### config.mk
export PLATFORM = sky130hd
export DESIGN_NAME = decode_issue_buffer
export DESIGN_NICKNAME = d
export VERILOG_FILES = /design/src/rtl/decode_issue_buffer_pkg.sv /design/src/rtl/decode_issue_buffer_fifo_core.sv /design/src/rtl/decode_issue_buffer.sv
export SDC_FILE = /design/constraint.sdc
export NUM_CORES = 1
export LEC_CHECK = 0
export CAP_MARGIN = 25
export CORE_MARGIN = 2
export CORE_UTILIZATION = 25
export CTS_CLUSTER_DIAMETER = 80
export DETAILED_ROUTE_END_ITERATION = 8
export PLACE_DENSITY = 0.41
export SLEW_MARGIN = 10
export SYNTH_ARGS = -nofsm -noshare
export SYNTH_HDL_FRONTEND = slang
export SYNTH_SLANG_ARGS = --single-unit
### constraint.sdc
create_clock -name clk -period 4.73 [get_ports clk]
set_input_delay 0.473 -clock clk [delete_from_list [all_inputs] [get_ports clk]]
set_output_delay 0.473 -clock clk [all_outputs]
set_load 0.005 [all_outputs]
### src/rtl/decode_issue_buffer_pkg.sv
// Shared types for the decode-to-execute issue buffer.
// Entry layout and shadow FSM states.
package decode_issue_buffer_pkg;

  localparam int DEF_RD_ID_W = 6;
  localparam int DEF_RS_ID_W = 5;

  typedef struct packed {
    logic [DEF_RD_ID_W-1:0] rd;
    logic [DEF_RS_ID_W-1:0] rs1;
    logic [DEF_RS_ID_W-1:0] rs2;
    logic                   resolve;
    logic                   select_target_pc;
    logic                   squash_j;
    logic                   squash_jalr;
  } decode_entry_t;

  typedef enum logic {
    PASS   = 1'b0,
    SHADOW = 1'b1
  } shadow_state_e;

endpackage

### src/rtl/decode_issue_buffer_fifo_core.sv
// Circular entry store with head-only retention
// for branch redirects and a full clear.
module issue_fifo_core #(
  parameter int W     = 8,
  parameter int DEPTH = 4
) (
  input  logic                   clk,
  input  logic                   rst_n,
  input  logic                   clear,
  input  logic                   clear_younger,
  input  logic                   push,
  input  logic                   pop,
  input  logic [W-1:0]           wdata,
  output logic [W-1:0]           rdata,
  output logic [$clog2(DEPTH):0] count
);

  localparam int AW = $clog2(DEPTH);
  localparam int CW = AW + 1;

  logic [W-1:0]  mem_q [DEPTH];
  logic [W-1:0]  mem_d [DEPTH];
  logic [AW-1:0] rptr_q, rptr_d;
  logic [AW-1:0] wptr_q, wptr_d;
  logic [CW-1:0] count_q, count_d;

  always_comb begin
    mem_d   = mem_q;
    rptr_d  = rptr_q;
    wptr_d  = wptr_q;
    count_d = count_q;
    if (clear) begin
      rptr_d  = '0;
      wptr_d  = '0;
      count_d = '0;
    end else begin
      // keep only the head, then apply push/pop on top
      if (clear_younger) begin
        wptr_d  = rptr_q + 1'b1;
        count_d = CW'(1);
      end
      if (push) begin
        mem_d[wptr_d] = wdata;
        wptr_d        = wptr_d + 1'b1;
        count_d       = count_d + 1'b1;
      end
      if (pop) begin
        rptr_d  = rptr_q + 1'b1;
        count_d = count_d - 1'b1;
      end
    end
  end

  always_ff @(posedge clk or negedge rst_n) begin
    if (!rst_n) begin
      for (int i = 0; i < DEPTH; i++) begin
        mem_q[i] <= '0;
      end
      rptr_q  <= '0;
      wptr_q  <= '0;
      count_q <= '0;
    end else begin
      mem_q   <= mem_d;
      rptr_q  <= rptr_d;
      wptr_q  <= wptr_d;
      count_q <= count_d;
    end
  end

  assign rdata = mem_q[rptr_q];
  assign count = count_q;

endmodule

### src/rtl/decode_issue_buffer.sv
// Decode-to-execute issue buffer: jump-shadow discard,
// branch redirect flush and saturating drop accounting.
module decode_issue_buffer
  import decode_issue_buffer_pkg::*;
#(
  parameter int RD_ID_W     = DEF_RD_ID_W,
  parameter int RS_ID_W     = DEF_RS_ID_W,
  parameter int DEPTH       = 4,
  parameter int SHADOW_J    = 1,
  parameter int SHADOW_JALR = 2,
  parameter int DROP_W      = 16
) (
  input  logic                   clk,
  input  logic                   rst_n,
  input  logic                   flush,
  input  logic                   in_valid,
  output logic                   in_ready,
  input  logic [RD_ID_W-1:0]     in_reg_rd_id,
  input  logic [RS_ID_W-1:0]     in_rs1_id,
  input  logic [RS_ID_W-1:0]     in_rs2_id,
  input  logic                   in_resolve,
  input  logic                   in_select_target_pc,
  input  logic                   in_squash_after_J,
  input  logic                   in_squash_after_JALR,
  output logic                   out_valid,
  input  logic                   out_ready,
  output logic [RD_ID_W-1:0]     out_reg_rd_id,
  output logic [RS_ID_W-1:0]     out_rs1_id,
  output logic [RS_ID_W-1:0]     out_rs2_id,
  output logic                   out_resolve,
  output logic                   out_select_target_pc,
  output logic                   out_squash_after_J,
  output logic                   out_squash_after_JALR,
  output logic [$clog2(DEPTH):0] count,
  output logic                   shadow_active,
  output logic [DROP_W-1:0]      drop_count
);

  localparam int CNT_W = $clog2(DEPTH) + 1;
  localparam int INC_W = CNT_W + 1;
  localparam int SUM_W = DROP_W + 1;
  localparam int ENT_W = RD_ID_W + 2 * RS_ID_W + 4;
  localparam logic [CNT_W-1:0] FULL = CNT_W'(DEPTH);

  shadow_state_e     state_q, state_d;
  logic [2:0]        rem_q, rem_d;
  logic [DROP_W-1:0] drop_q, drop_d;
  logic [INC_W-1:0]  inc;
  logic [SUM_W-1:0]  sum;
  logic              accept, pop, redirect, push;
  logic [ENT_W-1:0]  wdata, rdata;

  assign in_ready  = (count < FULL) && !flush;
  assign out_valid = (count != '0);
  assign accept    = in_valid && in_ready;
  assign pop       = out_valid && out_ready;
  assign redirect  = pop && out_resolve
                   && out_select_target_pc && !flush;

  assign wdata = {in_reg_rd_id, in_rs1_id, in_rs2_id,
                  in_resolve, in_select_target_pc,
                  in_squash_after_J, in_squash_after_JALR};

  assign {out_reg_rd_id, out_rs1_id, out_rs2_id,
          out_resolve, out_select_target_pc,
          out_squash_after_J, out_squash_after_JALR} = rdata;

  always_comb begin
    state_d = state_q;
    rem_d   = rem_q;
    push    = 1'b0;
    inc     = '0;
    if (flush) begin
      state_d = PASS;
      rem_d   = '0;
    end else if (redirect) begin
      // entries behind the head plus the same-cycle accept
      state_d = PASS;
      rem_d   = '0;
      inc     = {1'b0, count} - 1'b1
              + {{CNT_W{1'b0}}, accept};
    end else if (accept) begin
      unique case (state_q)
        PASS: begin
          push = 1'b1;
          if (in_squash_after_JALR && SHADOW_JALR > 0) begin
            state_d = SHADOW;
            rem_d   = 3'(SHADOW_JALR);
          end else if (in_squash_after_J && SHADOW_J > 0) begin
            state_d = SHADOW;
            rem_d   = 3'(SHADOW_J);
          end
        end
        SHADOW: begin
          inc   = INC_W'(1);
          rem_d = rem_q - 1'b1;
          if (rem_q == 3'd1) begin
            state_d = PASS;
          end
        end
        default: ;
      endcase
    end
  end

  always_comb begin
    sum    = {1'b0, drop_q} + SUM_W'(inc);
    drop_d = sum[DROP_W] ? '1 : sum[DROP_W-1:0];
  end

  always_ff @(posedge clk or negedge rst_n) begin
    if (!rst_n) begin
      state_q <= PASS;
      rem_q   <= '0;
      drop_q  <= '0;
    end else begin
      state_q <= state_d;
      rem_q   <= rem_d;
      drop_q  <= drop_d;
    end
  end

  issue_fifo_core #(
    .W     (ENT_W),
    .DEPTH (DEPTH)
  ) u_fifo (
    .clk           (clk),
    .rst_n         (rst_n),
    .clear         (flush),
    .clear_younger (redirect),
    .push          (push),
    .pop           (pop),
    .wdata         (wdata),
    .rdata         (rdata),
    .count         (count)
  );

  assign shadow_active = (state_q == SHADOW);
  assign drop_count    = drop_q;

endmodule

# Word-level counts from Yosys, hierarchy flattened
# Cells that the tools add are included.
# W data, S select, Z words.
[op_classes]
div = 0
n_eq_ne = 2
n_reduce_logical = 13
shift = 0
n_mul = 0
bitwise_logic = 4
addsub = 8
n_mux = 40
order_cmp = 4
[op_table]
columns = ["cell", "n"]
rows = [
  ["$bwmux W80", 1],
  ["$mux W20", 3],
  ["$bmux W20 S2", 1],
  ["$demux W20 S2", 1],
  ["$mux W3", 11],
  ["$add A16 B4 Y17", 1],
  ["$mux W16", 1],
  ["$mux W1", 12],
  ["$mux W2", 6],
  ["$mux W4", 2],
  ["$logic_and A1 B1 Y1", 7],
  ["$ge A3 B3 Y1 const B", 2],
  ["$not A2 Y3", 2],
  ["$pmux W3 S2", 1],
  ["$reduce_bool A3 Y1", 2],
  ["$sub A3 B1 Y3 const B", 2],
  ["$ne A5 B5 Y1 const B", 1],
  ["$add A2 B1 Y2 const B", 2],
  ["$add A4 B1 Y4", 1],
  ["$reduce_and A2 Y1", 2],
  ["$sub A3 B1 Y4 const B", 1],
  ["$add A3 B1 Y3 const B", 1],
  ["$eq A3 B1 Y1 const B", 1],
  ["$lt A3 B1 Y1 const B", 1],
  ["other kinds (5)", 6],
]
[word_totals]
reg_bits = 107
inputBits = 25
ramBits = 0
rom_bits = 0
latch_bits = 0
memories = 0

# Depth between registers and ports, before layout
[depth]
depth_word = 15
mapped_depth = 13
mapped_depth_nobuf = 10

# Cells and area by module
# Synthesis repeated with hierarchy kept, for this count alone.
[hier_totals]
cells_unflattened = 374
hier_area_um2 = 5198.7
[by_module_without_submodules]
columns = ["module", "cells_each", "area_per_inst_um2", "instances"]
rows = [
  ["issue_fifo_core", 242, 3955.0, 1],
  ["decode_issue_buffer", 132, 1243.7, 1],
]

# Least setup slack after synthesis
# No wires, ideal clock.
[synth_path]
kind = "input -> register"
start = "in flush"
end = "reg drop_q[15], in the netlist drop_count[15]"
required_time_ns = 4.605
path_buffers = 3
stages = 12
setup_slack_ns = 1.519
t_arrival_ns = 3.086
setup_ns = 0.125
cell_sequence = "buf_4 or3b_2 clkbuf_1 ha_1 o21ai_0 ha_1 fa_1 a21o_1 a21oi_1 clkbuf_1 nand2_1 mux2_2"
[synth_via]
elab_chain_len = 8
[synth_rtl]
columns = ["element", "line_no", "source"]
rows = [
  ["from (decl)", "decode_issue_buffer.sv:15", "input logic flush,"],
  ["$logic_not A1 Y1", "decode_issue_buffer.sv:53, decode_issue_buffer.sv:58", ""],
  ["$logic_and A1 B1 Y1", "decode_issue_buffer.sv:53", "assign in_ready = (count < FULL) && !flush;"],
  ["$logic_and A1 B1 Y1", "decode_issue_buffer.sv:55", "assign accept = in_valid && in_ready;"],
  ["$add A4 B1 Y4 or $mux W1 (tied branches)", "decode_issue_buffer.sv:81, decode_issue_buffer.sv:82", ""],
  ["$mux W4", "decode_issue_buffer.sv:76", "end else if (redirect) begin"],
  ["$mux W4 *", "decode_issue_buffer.sv:73", "if (flush) begin"],
  ["$add A16 B4 Y17 *", "decode_issue_buffer.sv:107", "sum = {1'b0, drop_q} + SUM_W'(inc);"],
  ["$mux W16 *", "decode_issue_buffer.sv:108", "drop_d = sum[DROP_W] ? '1 : sum[DROP_W-1:0];"],
  ["named net drop_d[15]", "decode_issue_buffer.sv:47", "logic [DROP_W-1:0] drop_q, drop_d;"],
  ["to (signal assigned)", "decode_issue_buffer.sv:119", "drop_q <= drop_d;"],
  ["to (decl)", "decode_issue_buffer.sv:47", ""],
]
# Mark *: on every way through the listed nets, which the timed path passes. The rest lies on a longest branch.
# A chain may end at the register's enable or synchronous reset.

# Worst setup path in the final report
[layout_path]
start = "in flush"
end = "reg drop_q[3], in the netlist drop_count[3]"
# Same word-level chain as after synthesis.

==> impl_metrics.tcl <==
set metrics [dict create \
    critPathCaptureType "register" \
    worst_pin_slew_ns 0.6268 \
    drive_gt1_share_pct 30.68 \
    worst_hold_slack_ns 0.04124 \
    slowest_stage "clkdlybuf4s50_1" \
    max_freq_mhz 270.4 \
    fin_skew_ns 0.01011 \
    drt-initial-drc-count 125 \
    place_congestion 0.7923 \
    power.total_mw 3.879 \
    synth_area_sq_um 5635 \
    fin_nets 488 \
    die_area_sq_um 23760 \
    fin_cells 733 \
    hold_violations 0 \
    drcViolationCount 0 \
    vdd.ir_drop.worst_uv 176.4 \
    crit_path_max_incr_delay_ns 0.64 \
    synth-seq-cells 107 \
    ctsHtreeMaxLevel 3 \
    die_w_microns 154.1 \
    drtPass1Iterations 4 \
    status "complete, no violations" \
    path_cells "clkdlybuf4s50_1, or3b_2, ha_1, o21ai_0, ha_1, fa_1, a21o_1, a21oi_1, buf_4, or3_1, o21ai_0" \
    synth_cells 386 \
    crit_fanout 13 \
    post_cts_buffers 0 \
    grt-ovfl-total 0 \
    cts_buffer_depth 2 \
    cp.arrival_ns 3.90 \
    pre_cts_ws_ns 0.6255 \
    antenna_found_initial 0 \
    die_h_microns 154.1 \
    met3WireLength_microns 497 \
    finalSetupViolations 0 \
    area_growth_pct 20.03 \
    critical_path_class "input pin to register" \
    wl_met1_mm 6.565 \
    hpwl_mm 8.376 \
    top_layer "met4" \
    cts_tree "yes" \
    placedCellCount 716 \
    synth-seq-area-share_pct 47.51 \
    tns_ns 0 \
    io_pins 67 \
    start_kind "input pin" \
    root_buffer "clkbuf_16" \
    post-route-util_pct 30.80 \
    async_flop_share_pct 100.0 \
    finalMaxSlewViolations 0 \
    timing.max_cap.violations 0 \
    wl_mm 12.98 \
    cts_num_sinks 107 \
    maxSlewHeadroom_pct 58.04 \
    worstHoldPathType "input pin to async pin" \
    yosysWarnings 0 \
    powerDensity_nw_per_um2 573.5 \
    clock_latency_ns 0.35 \
    wl_met2_mm 5.715 \
    port_buffers 66 \
    grt_max_degree 71 \
    syn_nets 426 \
    p_leak_nw 2.893 \
    rr_worst_depth 10 \
    rows 54 \
    num_vias 3331 \
    dpl_cell_area_sq_um 6455 \
    track_usage_pct 11.52 \
    synthFlopType "dfrtp_1" \
    coreArea_sq_um 21960 \
    clkTransAtPathRegs_ns 0.07 \
    fin_ws_ns 1.031 \
    grt_pass1_vias 3687 \
    synth_edf_count 0 \
    avgSynthCellArea_sq_um 14.60 \
    synth_cell_types 49 \
    period_share_pct 78.19 \
    ff2ff_setup_slack_ns 1.04 \
    via_per_inst 4.544 \
    post_cts_resized 0 \
    grt_setup_unrepaired "no" \
    wl_per_cell_microns 17.71 \
    min_period_ns 3.699 \
    start_util_pct 25.66 \
    cts.hold.buffers_added 0 \
    critical_path_required_ns 4.93 \
    ant_nets 0 \
    antenna_cells 0 \
    grt_first_pass_wirelength_mm 21.14 \
    postLayoutCellArea_sq_um 6764 \
    cts_made_buffers 9 \
]
## registers in the layout, summed over array words and instances, names as in the netlist
register       flops
u_fifo.rptr_q      2
drop_count        16
u_fifo.wptr_q      2
rem_q              3
u_fifo.count       3
u_fifo.mem_q      80
shadow_active      1
## per-layer routing
| layer | track usage [%] | up-vias |
|---|---|---|
| li1 | - | 1539 |
| met1 | 16.19 | 1705 |
| met2 | 17.19 | 72 |
| met3 | 3.129 | 15 |
| met4 | 3.738 | 0 |
| met5 | 0 | - |
## critical path, delay by kind of cell
family | cells | cell delay, ns
and+or+nand+nor | 2 | 1.04
adders and majority gates | 3 | 0.94
buffers and inverters | 2 | 0.83
AOI/OAI and AO/OA | 4 | 0.61
## worst paths after layout
check | start | end
setup / recovery | flush | drop_count[3]
min in group clk | u_fifo.mem_q[66] | u_fifo.mem_q[66]
hold / removal | rst_n | u_fifo.mem_q[46]
setup reg to reg | u_fifo.rptr_q[0] | drop_count[3]
hold reg to reg | u_fifo.mem_q[66] | u_fifo.mem_q[66]
max in group asynchronous | rst_n | drop_count[10]
## power breakdown
part / switching [mW] / total, mW / internal (mW) / leakage (nW)
Combinational: 0.544 / 1.63 / 1.09 / 1.38
Sequential: 0.256 / 1.52 / 1.26 / 1.37
Clock: 0.341 / 0.730 / 0.388 / 0.136
Total: 1.14 / 3.88 / 2.74 / 2.89
## cell type report
cell class                      instances  area (sq um)
Tap cell                              280         350.3
Sequential cell                       107          2679
Inverter                                6         22.52
Clock buffer                           13         260.3
Timing Repair Buffer                   73         730.7
Multi-Input combinational cell        251          2700
Clock inverter                          3         21.27
Fill cell                            2150         15190
## cells by family (layout without fill, tap and decap cells)
logic type	Yosys count	count (layout)	synth area share, %
AO/OA/AOI/OAI	44	44	4.774
AND/OR/NAND/NOR	81	81	8.526
XOR/XNOR	8	8	1.243
adder cells (fa/ha/maj)	15	15	3.464
multiplexers	103	103	29.91
flip-flops	107	107	47.51
buffers and inverters	28	95	4.574
## synthesized netlist by cell type (3+ instances only)
cell type	n	area (sq um)
a211oi_1	4	30.03
a21o_1	3	22.52
a21oi_1	11	55.05
and3_1	3	18.77
and3_4	4	45.04
buf_12	8	160.2
clkbuf_1	6	22.52
dfrtp_1	107	2678
ha_1	14	175.2
inv_1	6	22.52
mux2_2	3	33.78
mux2_4	80	1201
mux4_2	20	450.4
nand2_1	14	52.55
nand2b_1	4	25.02
nand3_1	15	75.07
nand4_1	5	31.28
nor2_1	13	48.80
o21ai_0	16	80.08
or3_1	8	50.05
xnor2_1	5	43.79
xor2_1	3	26.28
## layout by cell type (no fill, tap or decap), types with 4 or more instances in the layout
cell type,instances
dfrtp_1,106
mux2_4,80
clkdlybuf4s50_1,65
mux4_2,20
o21ai_0,16
nand3_1,15
nand2_1,14
ha_1,14
nor2_1,13
a21oi_1,11
clkbuf_16,9
or3_1,8
buf_4,7
inv_1,6
xnor2_1,5
nand4_1,5
a211oi_1,4
nand2b_1,4
and3_4,4
Power figures use the tool's default switching activity.
